[src/rtl/pipe_ctrl.sv]
// Pipeline control for a 5-stage MIPS-style core: ID decode, hazard detection
// (load-use, branch/jump flush, multi-cycle mult) and the ID/EX, EX/MEM, MEM/WB control registers.
module pipe_ctrl #(
    parameter int ALUOP_W     = 4,
    parameter int REG_W       = 5,
    parameter int MULT_CYCLES = 4
) (
    input  logic               clk,
    input  logic               rst_n,
    input  logic [31:0]        id_instr,
    input  logic               ex_zero,
    output logic               stall,
    output logic               flush,
    output logic               ex_alu_src,
    output logic [ALUOP_W-1:0] ex_alu_op,
    output logic [REG_W-1:0]   ex_wr_reg,
    output logic               mem_read,
    output logic               mem_write,
    output logic               mem_reg_write,
    output logic [REG_W-1:0]   mem_wr_reg,
    output logic               wb_reg_write,
    output logic               wb_mem_to_reg,
    output logic [REG_W-1:0]   wb_wr_reg
);

    localparam int CNT_W = ($clog2(MULT_CYCLES) > 3) ? $clog2(MULT_CYCLES) : 3;
    localparam logic [CNT_W-1:0] CNT_LOAD = CNT_W'(MULT_CYCLES - 1);
    localparam bit MULTI_CYCLE = (MULT_CYCLES > 1);
    localparam logic [ALUOP_W-1:0] OP_MULT = ALUOP_W'(5);

    // R-type funct codes; table position i decodes to ALU op i+1.
    localparam logic [47:0] FUNCT_TAB = {
        6'b101010, 6'b100111, 6'b100110, 6'b011000,
        6'b100101, 6'b100100, 6'b100010, 6'b100000
    };

    localparam logic [5:0] OPC_RTYPE = 6'b000000;
    localparam logic [5:0] OPC_BEQ   = 6'b000100;
    localparam logic [5:0] OPC_J     = 6'b000010;
    localparam logic [5:0] OPC_LW    = 6'b100011;
    localparam logic [5:0] OPC_SW    = 6'b101011;

    typedef enum logic {
        IDLE,
        MBUSY
    } mstate_t;

    logic [5:0]       opcode;
    logic [5:0]       funct;
    logic [REG_W-1:0] rs;
    logic [REG_W-1:0] rt;
    logic [REG_W-1:0] rd;
    logic             unused_bits;

    assign opcode      = id_instr[31:26];
    assign funct       = id_instr[5:0];
    assign rs          = id_instr[21 +: REG_W];
    assign rt          = id_instr[16 +: REG_W];
    assign rd          = id_instr[11 +: REG_W];
    assign unused_bits = ^id_instr[10:6];

    logic [7:0] funct_hit;
    logic [3:0] r_op;

    genvar gi;
    generate
        for (gi = 0; gi < 8; gi++) begin : g_funct
            assign funct_hit[gi] = (funct == FUNCT_TAB[gi*6 +: 6]);
        end
    endgenerate

    always_comb begin
        r_op = '0;
        for (int i = 0; i < 8; i++) begin
            if (funct_hit[i]) begin
                r_op = 4'(i + 1);
            end
        end
    end

    // Decoded ID-stage controls
    logic               dec_alu_src;
    logic [ALUOP_W-1:0] dec_alu_op;
    logic [REG_W-1:0]   dec_dst;
    logic               dec_we;
    logic               dec_mrd;
    logic               dec_mwr;
    logic               dec_m2r;
    logic               dec_br;
    logic               dec_jmp;
    logic               dec_uses_rs;
    logic               dec_uses_rt;

    always_comb begin
        dec_alu_src = 1'b0;
        dec_alu_op  = '0;
        dec_dst     = '0;
        dec_we      = 1'b0;
        dec_mrd     = 1'b0;
        dec_mwr     = 1'b0;
        dec_m2r     = 1'b0;
        dec_br      = 1'b0;
        dec_jmp     = 1'b0;
        dec_uses_rs = 1'b0;
        dec_uses_rt = 1'b0;
        case (opcode)
            OPC_RTYPE: begin
                if (r_op != 4'd0) begin
                    dec_alu_op  = ALUOP_W'(r_op);
                    dec_we      = 1'b1;
                    dec_dst     = rd;
                    dec_uses_rs = 1'b1;
                    dec_uses_rt = 1'b1;
                end
            end
            OPC_BEQ: begin
                dec_br      = 1'b1;
                dec_alu_src = 1'b1;
                dec_alu_op  = ALUOP_W'(9);
                dec_uses_rs = 1'b1;
                dec_uses_rt = 1'b1;
            end
            OPC_J: begin
                dec_jmp    = 1'b1;
                dec_alu_op = ALUOP_W'(10);
            end
            OPC_LW: begin
                dec_alu_src = 1'b1;
                dec_mrd     = 1'b1;
                dec_m2r     = 1'b1;
                dec_we      = 1'b1;
                dec_dst     = rt;
                dec_alu_op  = ALUOP_W'(11);
                dec_uses_rs = 1'b1;
            end
            OPC_SW: begin
                dec_alu_src = 1'b1;
                dec_mwr     = 1'b1;
                dec_alu_op  = ALUOP_W'(12);
                dec_uses_rs = 1'b1;
                dec_uses_rt = 1'b1;
            end
            default: begin
            end
        endcase
        // Writes to register 0 are discarded at decode.
        if (dec_dst == '0) begin
            dec_we = 1'b0;
        end
    end

    // Pipeline registers
    logic               idex_alu_src_reg, idex_alu_src_next;
    logic [ALUOP_W-1:0] idex_alu_op_reg,  idex_alu_op_next;
    logic [REG_W-1:0]   idex_dst_reg,     idex_dst_next;
    logic               idex_we_reg,      idex_we_next;
    logic               idex_mrd_reg,     idex_mrd_next;
    logic               idex_mwr_reg,     idex_mwr_next;
    logic               idex_m2r_reg,     idex_m2r_next;
    logic               idex_br_reg,      idex_br_next;
    logic               idex_jmp_reg,     idex_jmp_next;

    logic               exmem_mrd_reg,    exmem_mrd_next;
    logic               exmem_mwr_reg,    exmem_mwr_next;
    logic               exmem_we_reg,     exmem_we_next;
    logic               exmem_m2r_reg,    exmem_m2r_next;
    logic [REG_W-1:0]   exmem_dst_reg,    exmem_dst_next;

    logic               memwb_we_reg;
    logic               memwb_m2r_reg;
    logic [REG_W-1:0]   memwb_dst_reg;

    mstate_t            state_reg;
    logic [CNT_W-1:0]   cnt_reg;

    logic load_use;
    logic flush_int;
    logic mult_start;
    logic mult_busy;

    assign load_use = idex_mrd_reg &&
                      ((dec_uses_rs && (idex_dst_reg == rs)) ||
                       (dec_uses_rt && (idex_dst_reg == rt)));
    assign flush_int  = idex_jmp_reg || (idex_br_reg && ex_zero);
    assign mult_start = (state_reg == IDLE) && (idex_alu_op_reg == OP_MULT) && MULTI_CYCLE;
    assign mult_busy  = mult_start || ((state_reg == MBUSY) && (cnt_reg > CNT_W'(1)));

    assign flush = flush_int;
    assign stall = !flush_int && (load_use || mult_busy);

    always_comb begin
        idex_alu_src_next = idex_alu_src_reg;
        idex_alu_op_next  = idex_alu_op_reg;
        idex_dst_next     = idex_dst_reg;
        idex_we_next      = idex_we_reg;
        idex_mrd_next     = idex_mrd_reg;
        idex_mwr_next     = idex_mwr_reg;
        idex_m2r_next     = idex_m2r_reg;
        idex_br_next      = idex_br_reg;
        idex_jmp_next     = idex_jmp_reg;
        if (flush_int || (!mult_busy && load_use)) begin
            idex_alu_src_next = 1'b0;
            idex_alu_op_next  = '0;
            idex_dst_next     = '0;
            idex_we_next      = 1'b0;
            idex_mrd_next     = 1'b0;
            idex_mwr_next     = 1'b0;
            idex_m2r_next     = 1'b0;
            idex_br_next      = 1'b0;
            idex_jmp_next     = 1'b0;
        end else if (!mult_busy) begin
            idex_alu_src_next = dec_alu_src;
            idex_alu_op_next  = dec_alu_op;
            idex_dst_next     = dec_dst;
            idex_we_next      = dec_we;
            idex_mrd_next     = dec_mrd;
            idex_mwr_next     = dec_mwr;
            idex_m2r_next     = dec_m2r;
            idex_br_next      = dec_br;
            idex_jmp_next     = dec_jmp;
        end
    end

    // A mult still occupying EX sends bubbles downstream.
    always_comb begin
        exmem_mrd_next = idex_mrd_reg;
        exmem_mwr_next = idex_mwr_reg;
        exmem_we_next  = idex_we_reg;
        exmem_m2r_next = idex_m2r_reg;
        exmem_dst_next = idex_dst_reg;
        if (mult_busy && !flush_int) begin
            exmem_mrd_next = 1'b0;
            exmem_mwr_next = 1'b0;
            exmem_we_next  = 1'b0;
            exmem_m2r_next = 1'b0;
            exmem_dst_next = '0;
        end
    end

    always_ff @(posedge clk or negedge rst_n) begin
        if (!rst_n) begin
            idex_alu_src_reg <= 1'b0;
            idex_alu_op_reg  <= '0;
            idex_dst_reg     <= '0;
            idex_we_reg      <= 1'b0;
            idex_mrd_reg     <= 1'b0;
            idex_mwr_reg     <= 1'b0;
            idex_m2r_reg     <= 1'b0;
            idex_br_reg      <= 1'b0;
            idex_jmp_reg     <= 1'b0;
            exmem_mrd_reg    <= 1'b0;
            exmem_mwr_reg    <= 1'b0;
            exmem_we_reg     <= 1'b0;
            exmem_m2r_reg    <= 1'b0;
            exmem_dst_reg    <= '0;
            memwb_we_reg     <= 1'b0;
            memwb_m2r_reg    <= 1'b0;
            memwb_dst_reg    <= '0;
        end else begin
            idex_alu_src_reg <= idex_alu_src_next;
            idex_alu_op_reg  <= idex_alu_op_next;
            idex_dst_reg     <= idex_dst_next;
            idex_we_reg      <= idex_we_next;
            idex_mrd_reg     <= idex_mrd_next;
            idex_mwr_reg     <= idex_mwr_next;
            idex_m2r_reg     <= idex_m2r_next;
            idex_br_reg      <= idex_br_next;
            idex_jmp_reg     <= idex_jmp_next;
            exmem_mrd_reg    <= exmem_mrd_next;
            exmem_mwr_reg    <= exmem_mwr_next;
            exmem_we_reg     <= exmem_we_next;
            exmem_m2r_reg    <= exmem_m2r_next;
            exmem_dst_reg    <= exmem_dst_next;
            memwb_we_reg     <= exmem_we_reg;
            memwb_m2r_reg    <= exmem_m2r_reg;
            memwb_dst_reg    <= exmem_dst_reg;
        end
    end

    // Mult occupancy: MULT_CYCLES-1 stall cycles, released when cnt reaches 1.
    always_ff @(posedge clk or negedge rst_n) begin
        if (!rst_n) begin
            state_reg <= IDLE;
            cnt_reg   <= '0;
        end else begin
            case (state_reg)
                IDLE: begin
                    if (mult_start) begin
                        state_reg <= MBUSY;
                        cnt_reg   <= CNT_LOAD;
                    end
                end
                MBUSY: begin
                    cnt_reg <= cnt_reg - CNT_W'(1);
                    if (cnt_reg <= CNT_W'(1)) begin
                        state_reg <= IDLE;
                    end
                end
                default: begin
                    state_reg <= IDLE;
                    cnt_reg   <= '0;
                end
            endcase
        end
    end

    assign ex_alu_src    = idex_alu_src_reg;
    assign ex_alu_op     = idex_alu_op_reg;
    assign ex_wr_reg     = idex_dst_reg;
    assign mem_read      = exmem_mrd_reg;
    assign mem_write     = exmem_mwr_reg;
    assign mem_reg_write = exmem_we_reg;
    assign mem_wr_reg    = exmem_dst_reg;
    assign wb_reg_write  = memwb_we_reg;
    assign wb_mem_to_reg = memwb_m2r_reg;
    assign wb_wr_reg     = memwb_dst_reg;

endmodule

[config.mk]
export PLATFORM = sky130hd
export DESIGN_NAME = pipe_ctrl
export DESIGN_NICKNAME = d
export VERILOG_FILES = /design/src/rtl/pipe_ctrl.sv
export SDC_FILE = /design/constraint.sdc
export NUM_CORES = 1
export LEC_CHECK = 0
export BUFFER_PORTS_ARGS = -buffer_cell sky130_fd_sc_hd__buf_2
export CAP_MARGIN = 20
export CORE_ASPECT_RATIO = 0.5
export CORE_MARGIN = 2
export CORE_UTILIZATION = 35
export DETAILED_ROUTE_END_ITERATION = 10
export HOLD_SLACK_MARGIN = 0.08
export SYNTH_ARGS = -nofsm -noshare
export SYNTH_HDL_FRONTEND = slang
export SYNTH_SLANG_ARGS = --single-unit
[constraint.sdc]
create_clock -name clk -period 3.5 [get_ports clk]
set_input_delay 0.525 -clock clk [delete_from_list [all_inputs] [get_ports clk]]
set_output_delay 0.525 -clock clk [all_outputs]
set_load 0.005 [all_outputs]
Yosys cells after proc, flatten, opt, wreduce, memory -nomap -nowiden
Index checks and enable logic that the tools add are counted.
Storage, ports and cells
  flip-flop bits (word level): 34
  input port bits: 35
  output and inout bits: 27
  word-level logic and storage cells: 106
Operators by class
  $add $sub $neg: 1
  magnitude comparators: 2
  equality and inequality tests: 17
  muxes and demuxes: 47
  bitwise gates (word level): 1
  reduce and logical (&&, ||, !) cells: 21
Operators by type and width (count)
  6-bit == test, second input constant: 9
  1-bit 2-to-1 mux: 25
  4-bit 2-to-1 mux: 6
  5-bit 2-to-1 mux: 4
  4-bit one-hot mux with 5 select lines: 1
  5-bit == test: 2
  5-bit one-hot mux with 2 select lines: 1
  1-bit logical AND: 9
  3-bit 2-to-1 mux: 3
  1-bit one-hot mux with 2 select lines: 4
  6-bit by 2-bit == test with 1-bit output, second input constant: 1
  6-bit by 3-bit == test with 1-bit output, second input constant: 1
  6-bit by 5-bit == test with 1-bit output, second input constant: 1
  6-bit logical NOT: 1
  3-bit one-hot mux with 2 select lines: 1
  5-bit logical NOT: 1
  1-bit logical OR: 5
  4-bit by 3-bit == test with 1-bit output, second input constant: 1
  2-bit 2-to-1 mux: 2
  4-bit nonzero test: 1
  3-bit by 1-bit > comparator with 1-bit output, second input constant: 1
  3-bit by 1-bit less-or-equal comparator with 1-bit output, second input constant: 1
  3-bit OR reduction: 1
  3-bit by 1-bit subtractor with 3-bit output, second input constant: 1
  other kinds (5): 6

Logic depth before layout (Yosys ltp)
Gate-level depths: netlist of the first run.
  depth after elaboration: 18
  depth in mapped cells: 8
  depth with buffers taken out: 7

Worst setup path after synthesis of the first run
Ideal clock, no wire load.
  path type: input-to-output
  from: in id_instr[28]
  to: out stall
  arrival: 1650 ps
  data required time: 2975 ps
  setup slack: 1325 ps
  cell stages on the path: 6
  path buffers: 0
  cells stage by stage: nand4b_1 or3b_2 nand2_1 o2111a_1 nor3_1 nor2_1
On the way
  word-level cells in the longest chain between the ends: 8
  elaborated cells between the ends (all ways): 14
  classes of those cells: eq/ne (3); mux (2); reduce/logical (9)
RTL lines
  start, declared: line 10  | input logic [31:0] id_instr,
  6-bit == test / 6-bit by 3-bit == test with 1-bit output (equally long branches): line 106  | case (opcode)
  3-bit OR reduction (no source line) / 2-bit OR reduction (equally long branches)
  1-bit one-hot mux with 2 select lines: line 106
  1-bit logical AND (on tied branches): line 182, 183
  1-bit logical OR *: line 182  | ((dec_uses_rs && (idex_dst_reg == rs)) ||
  1-bit logical AND *: line 181  | assign load_use = idex_mrd_reg &&
  1-bit logical OR *: line 189  | assign stall = !flush_int && (load_use || mult_busy);
  1-bit logical AND *: line 189
  end, declared: line 12  | output logic stall,
Mark *: on every way between the ends. The rest lies on a longest branch, timed or not.

Final worst setup path of the first run
  from: in id_instr[26]
  to: out stall
Same word-level chain as after synthesis.

==> results of run 1 <==
-- area by class of cell --
type | instances | area (sq um)
Clock buffer | 7 | 76.3
Clock inverter | 1 | 30.0
Fill cell | 430 | 2360
Inverter | 7 | 26.3
Multi-Input combinational cell | 117 | 742
Sequential cell | 34 | 851
Tap cell | 57 | 71.3
Timing Repair Buffer | 57 | 288
-- metal layers --
| layer | global-route usage [%] | share of wire [%] | up-vias |
|---|---|---|---|
| li1 | - | - | 686 |
| met1 | 20.6 | 49 | 659 |
| met5 | 0 | 0 | - |
| met2 | 22.3 | 44 | 41 |
| met3 | 4.13 | 6.6 | 2 |
| met4 | 6.16 | 0.51 | 0 |
-- through the flow --
| stage | cells | util [%] | area [sq um] | setup slack [ns] |
|---|---|---|---|---|
| floorplan | 161 | - | 1640 | 1.33 |
| global placement | 272 | 44.5 | 1980 | 0.989 |
| detailed placement | 272 | 44.5 | 1980 | 0.964 |
| CTS | 280 | 46.9 | 2080 | 0.964 |
| global route | 280 | 46.9 | 2080 | 0.799 |
| finish | 280 | 46.9 | 2080 | 0.951 |
-- cell families after synthesis --
kind of cell	synth area share [%]
AND/OR/NAND/NOR	21.0
AO/OA/AOI/OAI	16.3
flip-flops	51.9
XOR/XNOR	5.88
buffers and inverters	2.75
adder cells (fa/ha/maj)	2.14
-- Yosys cell counts (2+ instances only) --
library cell / instances / area, sq um
nor3_1: 8 / 40.0
nand4b_1: 2 / 17.5
a21oi_1: 5 / 25.0
nor2_1: 11 / 41.3
o21ai_0: 7 / 35.0
dfrtp_1: 34 / 851
o2111a_1: 2 / 22.5
o21ai_2: 9 / 78.8
a31oi_1: 2 / 12.5
nand2b_1: 2 / 12.5
nand2_1: 20 / 75.1
nor4_1: 2 / 12.5
ha_1: 2 / 25.0
xnor2_1: 2 / 17.5
a22oi_1: 6 / 45.0
clkbuf_1: 2 / 7.51
nand3_1: 2 / 10.0
nor2b_1: 11 / 68.8
xor2_1: 9 / 78.8
inv_1: 7 / 26.3
-- where the power goes --
part	switching (W)	leakage (nW)	internal (W)	total (W)
Combinational	0.0000651	0.612	0.0000545	0.000120
Sequential	0.0000184	0.469	0.000413	0.000431
Clock	0.000138	0.0524	0.000213	0.000351
-- worst max-delay path: cells and delay by family --
kind	cells	cell delay, ns
and+or+nand+nor	4	0.68
buffers and inverters	2	0.22
AOI/OAI and AO/OA	2	0.58
-- cell usage in the layout, fill, tap and decap left out, drive strengths merged --
cell and count:
a21o 1, a21oi 6, a221o 1, a22o 1, a22oi 6, a31oi 2
and2 1, and3 1, and4bb 1, buf 57, bufinv 1, clkbuf 7
dfrtp 34, ha 2, inv 7, maj3 1, nand2 20, nand2b 2
nand3 2, nand4 1, nand4b 2, nor2 11, nor2b 11, nor3 8
nor4 2, o2111a 2, o21ai 17, o21bai 1, or2b 1, or3b 1
or4 2, xnor2 2, xor2 9
-- worst min path at each step --
stage / slack (ns) / end / cells past startpoint
2_1_floorplan: 0.23 / cnt_reg[0]$_DFFE_PN0P_ / 0
3_3_place_gp: 0.36 / wb_wr_reg[2]$_DFF_PN0_ / 0
3_5_place_dp: 0.36 / wb_mem_to_reg$_DFF_PN0_ / 0
4_1_cts: 0.33 / ex_wr_reg[2]$_DFFE_PN0P_ / 1
5_1_grt: 0.37 / ex_wr_reg[2]$_DFFE_PN0P_ / 1
6_report: 0.31 / ex_wr_reg[2]$_DFFE_PN0P_ / 1
==> qor.log, run 1 <==
[clock_tree] clock buffer count from CTS 5
[floorplanning] Die X-Extent 101 microns
[sta] final critical path time including I/O delays and setup 2.55 ns
[floorplanning] number of top-level pins 62
[setup_path] Worst R2R End idex_m2r_reg$_DFFE_PN0P_
[sta] Pins Over Slew Limit 0
[routing] DRC Markers 0
[status] run status completed
[clock_tree] post-CTS repair timing setup buffer count 0
[clock_tree] Clock Tree Buf Depth 2
[sta] final period utilization 72.8%
[yosys] Mapped Cells 161
[layout] proportion of layout cells with a drive suffix above 1 34.1%
[setup_path] required time at the worst-slack endpoint 2.97 ns
[floorplanning] Placement Rows 17
[global_route] wire length of the first global-routing pass 5950 microns
[yosys] total nets after synthesis 198
[place] post-DP HPWL 2790 microns
[global_route] initial antenna violation count 0
[routing] count of antenna-violating nets left after detailed routing 0
[sta] Slew headroom 50.0%
[job] Max Cap Violations 0
[setup_path] register-to-register setup slack 1.56 ns
[setup_path] path depth of the worst reg2reg path 5
[floorplanning] die height 52.4 microns
[floorplanning] Core Box Area 4450 sq um
[global_route] total track usage 15.0%
[setup_path] crit path capture stall
[setup_path] peak per-stage delay on the critical path 0.31 ns
[clock_tree] clock tree from TritonCTS done
[sta] maximum clock rate 392 MHz
[sta] worst clock skew 0.00343 ns
[worst_hold_path] worst min path class input pin to async pin
[yosys] ys async rst share 100%
[setup_path] critical register-to-register path startpoint ex_alu_op[0]$_DFFE_PN0P_
[setup_path] Critical Path End Type primary output
[power] total design power 0.000902 W
[global_route] vias in the first global route 1275
[clock_tree] Clock Pin Slew Worst Setup and Hold Paths 0.07 ns
[setup_path] ordered cell list for the critical path buf_2 > nor3_1 > nand3_1 > o21ai_0 > o2111a_1 > nor3_1 > nor2_1 > buf_2
[sta] transition time at the pin with the least slew margin 0.749 ns
[place] number of input and output port buffers inserted 56
[yosys] total of flip-flops plus latches after synthesis 34
[sta] unrepaired setup endpoints after global routing no
[power] Max rail drop VDD 0.157 mV
[routing] number of vias per cell after detailed routing 4.96
[yosys] post-synthesis average cell area 10.2 sq um
[clock_tree] buffer type at the clock tree root clkbuf_8
[layout] area delta synth->final 27.3%
[setup_path] slowest cell on the critical path o2111a_1
[yosys] Most used DFF post-synth dfrtp_1
[routing] wire per inst 13.3 microns
[sta] total negative setup slack 0 ns
[layout] total number of nets in the final design 259
[routing] number of iterations in the first detailed-routing pass 4
[clock_tree] count of hold-fix buffers inserted at cts 0
[yosys] mapped cell area 1640 sq um
[sta] worst hold margin 0.306 ns
[sta] Final Hold Violating Endpoints 0
[power] power per cell area 433 nW/um^2
[setup_path] Crit Path Max Fanout 4
[global_route] pin count of the biggest net entering global routing 35
[sta] number of setup violations in the final report 0
[yosys] register area share after synthesis 51.9%
[clock_tree] worst-skew pair later-pin latency 0.28 ns
[setup_path] signal arrival time at the worst endpoint 2.02 ns
[setup_path] startpoint kind of the worst setup timing path input pin
[routing] overall routed net length 3710 microns
[yosys] number of synthesis warnings 0
[routing] number of DRC violations after detailed-routing iteration 0 96
[power] leakage 1.13 nW
[layout] Ant. Diodes 0
[routing] overall via count from detail_route 1388
[place] placer's final routability congestion estimate 0.757
[clock_tree] total number of clock tree sinks 34
[yosys] number of enable-type register cells in the synthesized netlist 0
[floorplanning] starting density of the core 36.8%
[global_route] Remaining Overflow, GRT 0
[yosys] number of unique standard cell types used by synthesis 36
[clock_tree] maximum level of the CTS H-tree 2
[setup_path] type of the worst setup path input pin to primary output
[floorplanning] area enclosed by the die boundary 5280 sq um
[setup_path] startpoint of the most critical setup path id_instr[26]
[clock_tree] number of gates given a new drive strength after cts 0
Note: power is estimated with default switching activity, not from simulation.
==> run 2, diff against run 1 <==
==> constraint.sdc (replaced) <==
create_clock -name clk -period 2.6 [get_ports clk]
set_input_delay 0.39 -clock clk [delete_from_list [all_inputs] [get_ports clk]]
set_output_delay 0.39 -clock clk [all_outputs]
set_load 0.005 [all_outputs]
==> qor.log, run 2 (synthesis gave the netlist of run 1 again) <==
[power] switching part of the total 23.4%
[clock_tree] clock tree from TritonCTS done
[floorplanning] Core Box Area 4450 sq um
[routing] number of vias per cell after detailed routing 4.92
[job] Max Cap Violations 0
[sta] Pins Over Slew Limit 0
[power] Int Pwr 0.00101 W
[setup_path] Crit Path Max Fanout 4
[global_route] pin count of the biggest net entering global routing 35
[setup_path] ordered cell list for the critical path buf_2 > nand4b_1 > or3b_2 > nand2_1 > o2111a_1 > nor3_1 > nor2_1 > buf_2
[power] leakage 1.16 nW
[setup_path] signal arrival time at the worst endpoint 1.84 ns
[clock_tree] Clock Pin Slew Worst Setup and Hold Paths 0.08 ns
[layout] total number of nets in the final design 262
[global_route] total track usage 15.3%
[sta] Slew headroom 50.8%
[sta] Final Hold Violating Endpoints 0
[floorplanning] number of top-level pins 62
[clock_tree] clock buffer count from CTS 5
[routing] count of antenna-violating nets left after detailed routing 0
[setup_path] required time at the worst-slack endpoint 2.21 ns
[clock_tree] Clock Tree Buf Depth 2
[clock_tree] count of hold-fix buffers inserted at cts 0
[routing] DRC Markers 0
[place] placed insts 275
[routing] number of iterations in the first detailed-routing pass 4
[clock_tree] maximum level of the CTS H-tree 2
[floorplanning] die height 52.4 microns
[setup_path] Critical Path End Type primary output
[place] number of input and output port buffers inserted 56
[setup_path] path depth of the worst reg2reg path 5
[sta] total negative setup slack 0 ns
[setup_path] cell count along the critical path 8
[power] power per cell area 619 nW/um^2
[layout] proportion of layout cells with a drive suffix above 1 35.8%
[routing] overall via count from detail_route 1392
[clock_tree] buffer type at the clock tree root clkbuf_8
[floorplanning] Placement Rows 17
[place] instance area after placement 2000 sq um
[layout] post-layout instance area 2140 sq um
[place] post-DP HPWL 2860 microns
[global_route] vias in the first global route 1296
[routing] number of DRC violations after detailed-routing iteration 0 60
[power] Max rail drop VDD 0.260 mV
[setup_path] slowest cell on the critical path or3b_2
[sta] number of setup violations in the final report 0
[layout] Post-Layout Cell Count 283
[layout] Ant. Diodes 0
[setup_path] type of the worst setup path input pin to primary output
[layout] utilization after layout 48.1%
[layout] area delta synth->final 30.6%
[routing] overall routed net length 3650 microns
[sta] Final Worst Setup Slack 0.369 ns
[clock_tree] post-CTS repair timing setup buffer count 0
[global_route] initial antenna violation count 0
[floorplanning] area enclosed by the die boundary 5280 sq um
[power] part of the power in registers 44.0%
[sta] maximum clock rate 448 MHz
[clock_tree] total number of clock tree sinks 34
[routing] wire per inst 12.9 microns
[power] reported net switching power 0.000309 W
[sta] unrepaired setup endpoints after global routing no
[power] Comb pwr share 12.3%
[sta] transition time at the pin with the least slew margin 0.738 ns
[layout] commonest non-fill, non-tap cell in the layout buf_2
[setup_path] peak per-stage delay on the critical path 0.56 ns
[worst_hold_path] worst min path class input pin to async pin
[place] placer's final routability congestion estimate 0.754
[place] pre-CTS setup slack 0.360 ns
[status] run status completed
[setup_path] critical path's top delay family simple AND/OR/NAND/NOR gates
[setup_path] most frequent cell on the critical path buf_2
[power] clock network fraction of total power 43.8%
[setup_path] Worst Path Buf+Inv 2
[sta] final critical path time including I/O delays and setup 2.23 ns
[global_route] Remaining Overflow, GRT 0
[layout] most used cells in the layout excluding fill and tap cells buf_2, dfrtp_1, nand2_1
[setup_path] startpoint kind of the worst setup timing path input pin
[sta] worst clock skew 0.0106 ns
[clock_tree] number of gates given a new drive strength after cts 0
[clock_tree] worst-skew pair later-pin latency 0.29 ns
[global_route] wire length of the first global-routing pass 6090 microns
[floorplanning] Die X-Extent 101 microns
[floorplanning] starting density of the core 36.8%
[sta] final period utilization 85.8%
[run 2: cell count changes in the layout (fill, tap and decap cells not counted)]
cell / delta
clkinv_4: +1
clkbuf_1: -2
buf_4: +3
bufinv_16: +1
[run 2: final cells by class]
type                            count  area, sq um
Clock buffer                        5         68.8
Tap cell                           57         71.3
Timing Repair Buffer               60          310
Clock inverter                      3         68.8
Inverter                            7         26.3
Fill cell                         422         2310
Sequential cell                    34          851
Multi-Input combinational cell    117          742
[run 2: routing by layer]
layer / up-vias / track usage, % / wire length (microns)
li1: 698 / - / -
met1: 653 / 21.2 / 1780
met2: 37 / 23.0 / 1620
met3: 4 / 4.27 / 219
met4: 0 / 5.71 / 27
met5: - / 0 / 0
[run 2: per-stage QoR]
stage,total power (W),hold slack (ns)
after global routing,0.00139,0.238
after floorplan,0.000682,0.0944
final,0.00132,0.161
after global placement,0.000744,0.358
after detailed placement,0.000755,0.362
after CTS,0.00134,0.191
[run 2: power groups by stage]
stage | clock network, W | registers, W | logic [W]
CTS | 0.000595 | 0.000581 | 0.000164
finish | 0.000580 | 0.000582 | 0.000162
global route | 0.000622 | 0.000587 | 0.000185
floorplan | 0 | 0.000585 | 0.0000974
global placement | 0 | 0.000588 | 0.000156
detailed placement | 0 | 0.000591 | 0.000163
[run 2: path summary, 6_finish.rpt]
path                                                from                       end  slack [ns]
worst max register to register  ex_alu_op[0]$_DFFE_PN0P_   idex_we_reg$_DFFE_PN0P_        0.64
max in group asynchronous                          rst_n    wb_wr_reg[2]$_DFF_PN0_        1.96
worst min register to register   mem_wr_reg[0]$_DFF_PN0_    wb_wr_reg[0]$_DFF_PN0_        0.37
min in group clk                 mem_wr_reg[0]$_DFF_PN0_    wb_wr_reg[0]$_DFF_PN0_        0.37
worst max-delay path                        id_instr[28]                     stall        0.37
worst min-delay path                               rst_n  idex_m2r_reg$_DFFE_PN0P_        0.16
[run 2: worst reg2reg max path: stages, from the launching register on]
cell	delay, ns
dfrtp_1	0.39
and4bb_2	0.26
nor2_1	0.19
a31oi_1	0.14
or4_4	0.69
o21ai_0	0.20
==> run 3, diff against run 2 <==
--- a/config.mk
+++ b/config.mk
@@ -9,7 +9,7 @@
 export CAP_MARGIN = 20
 export CORE_ASPECT_RATIO = 0.5
 export CORE_MARGIN = 2
-export CORE_UTILIZATION = 35
+export CORE_UTILIZATION = 25
 export DETAILED_ROUTE_END_ITERATION = 10
 export HOLD_SLACK_MARGIN = 0.08
 export SYNTH_ARGS = -nofsm -noshare
==> constraint.sdc (replaced) <==
create_clock -name clk -period 2.39 [get_ports clk]
set_input_delay 0.3585 -clock clk [delete_from_list [all_inputs] [get_ports clk]]
set_output_delay 0.3585 -clock clk [all_outputs]
set_load 0.005 [all_outputs]
==> qor.log, run 3 (synthesis gave the netlist of run 1 again) <==
[setup_path] Critical Path End Type primary output
[global_route] GR Layer Usage met1 14.3%
[power] Max rail drop VDD 0.269 mV
[global_route] Global Route met2 Usage 19.6%
[power] Int Pwr 0.00118 W
[setup_path] startpoint kind of the worst setup timing path input pin
[floorplanning] Core Box Area 6210 sq um
[job] Max Cap Violations 0
[clock_tree] clock buffer count from CTS 5
[place] post-DP HPWL 3000 microns
[global_route] Remaining Overflow, GRT 0
[clock_tree] Clock Tree Buf Depth 2
[place] number of input and output port buffers inserted 56
[routing] number of iterations in the first detailed-routing pass 4
[power] leakage 1.17 nW
[sta] final period utilization 91.0%
[floorplanning] Placement Rows 20
[setup_path] Crit Path Max Fanout 4
[layout] area of the multi-input gates 742 sq um
[sta] final critical path time including I/O delays and setup 2.18 ns
[clock_tree] total number of clock tree sinks 34
[clock_tree] count of hold-fix buffers inserted at cts 0
[power] part of the power in registers 41.2%
[layout] FILL cells 668
[layout] proportion of layout cells with a drive suffix above 1 35.6%
[global_route] GRT Max-Usage Layer met2
[sta] maximum clock rate 460 MHz
[floorplanning] Die X-Extent 118 microns
[routing] DRC Markers 0
[layout] area delta synth->final 34.5%
[sta] worst clock skew 0.00255 ns
[layout] commonest non-fill, non-tap cell in the layout buf_2
[layout] Ant. Diodes 0
[setup_path] required time at the worst-slack endpoint 2.03 ns
[worst_hold_path] worst min path class input pin to async pin
[setup_path] signal arrival time at the worst endpoint 1.82 ns
[clock_tree] number of gates given a new drive strength after cts 0
[clock_tree] post-CTS repair timing setup buffer count 0
[sta] Final Worst Setup Slack 0.214 ns
[sta] transition time at the pin with the least slew margin 0.754 ns
[power] power per cell area 698 nW/um^2
[power] switching part of the total 23.5%
[global_route] total track usage 11.7%
[place] pre-CTS setup slack 0.207 ns
[routing] count of antenna-violating nets left after detailed routing 0
[clock_tree] maximum level of the CTS H-tree 2
[power] clock network fraction of total power 47.3%
[floorplanning] starting density of the core 26.4%
[floorplanning] number of top-level pins 62
[global_route] wire length of the first global-routing pass 6510 microns
[power] reported net switching power 0.000361 W
[global_route] initial antenna violation count 0
[clock_tree] clock tree from TritonCTS done
[power] Comb pwr share 11.5%
[routing] wire per inst 12.5 microns
[layout] total number of nets in the final design 261
[status] run status completed
[routing] number of DRC violations after detailed-routing iteration 0 113
[sta] Slew headroom 49.7%
[sta] Pins Over Slew Limit 0
[routing] number of vias per cell after detailed routing 4.45
[place] placer's final routability congestion estimate 0.884
[layout] sequential standard cell area 851 sq um
[global_route] vias in the first global route 1388
[global_route] pin count of the biggest net entering global routing 35
[clock_tree] Clock Pin Slew Worst Setup and Hold Paths 0.05 ns
[setup_path] type of the worst setup path input pin to primary output
[global_route] global-route track usage on met3 3.80%
[clock_tree] buffer type at the clock tree root clkbuf_16
[sta] number of setup violations in the final report 0
[floorplanning] area enclosed by the die boundary 7250 sq um
[sta] total negative setup slack 0 ns
[clock_tree] worst-skew pair later-pin latency 0.28 ns
[sta] Final Hold Violating Endpoints 0
[layout] most used cells in the layout excluding fill and tap cells buf_2, dfrtp_1, nand2_1
[sta] unrepaired setup endpoints after global routing no
[routing] overall routed net length 3920 microns
[routing] overall via count from detail_route 1393
[floorplanning] die height 61.2 microns
## run 3: power groups by stage
| stage | Clock [W] | Combinational, W | Sequential, W |
|---|---|---|---|
| after global routing | 0.000774 | 0.000205 | 0.000639 |
| final | 0.000727 | 0.000177 | 0.000634 |
| after floorplan | 0 | 0.000106 | 0.000636 |
| after CTS | 0.000746 | 0.000181 | 0.000634 |
| after detailed placement | 0 | 0.000179 | 0.000643 |
| after global placement | 0 | 0.000167 | 0.000639 |
## run 3: through the flow
step                util [%]  hold WS (ns)  area (sq um)  instances  total power (W)
floorplan                  -        0.0629          1640        161         0.000742
global placement        32.7         0.355          2030        305         0.000806
detailed placement      32.7         0.358          2030        305         0.000822
CTS                     35.5         0.185          2200        313          0.00156
global route            35.5         0.213          2200        313          0.00162
finish                  35.5         0.151          2200        313          0.00154
## run 3: path summary, 6_finish.rpt
check / startpoint / end / slack (ns) / cells after the start
min reg2reg: mem_wr_reg[3]$_DFF_PN0_ / wb_wr_reg[3]$_DFF_PN0_ / 0.37 / 0
max reg2reg: ex_alu_op[2]$_DFFE_PN0P_ / ex_wr_reg[4]$_DFFE_PN0P_ / 0.43 / 5
min: rst_n / ex_wr_reg[2]$_DFFE_PN0P_ / 0.15 / 1
max: id_instr[28] / stall / 0.21 / 8
min in group clk: mem_wr_reg[3]$_DFF_PN0_ / wb_wr_reg[3]$_DFF_PN0_ / 0.37 / 0
max in group asynchronous: rst_n / cnt_reg[2]$_DFFE_PN0P_ / 1.76 / 1
## run 3: critical path, cell delays in order
cell      delay [ns]
buf_2           0.11
nand4b_1        0.22
or3b_2          0.56
nand2_1         0.09
o2111a_1        0.20
nor3_1          0.06
nor2_1          0.10
buf_2           0.11
## run 3: layout make-up
type                            count  area share, %
Clock buffer                        5           5.68
Clock inverter                      3           2.05
Inverter                            7           1.19
Multi-Input combinational cell    117           33.7
Sequential cell                    34           38.6
Tap cell                           88           5.00
Timing Repair Buffer               59           13.7
## run 3: per-layer routing
| layer | up-vias | routed length, microns |
|---|---|---|
| li1 | 690 | - |
| met1 | 669 | 1840 |
| met2 | 27 | 1880 |
| met3 | 7 | 134 |
| met4 | 0 | 72 |
| met5 | - | 0 |
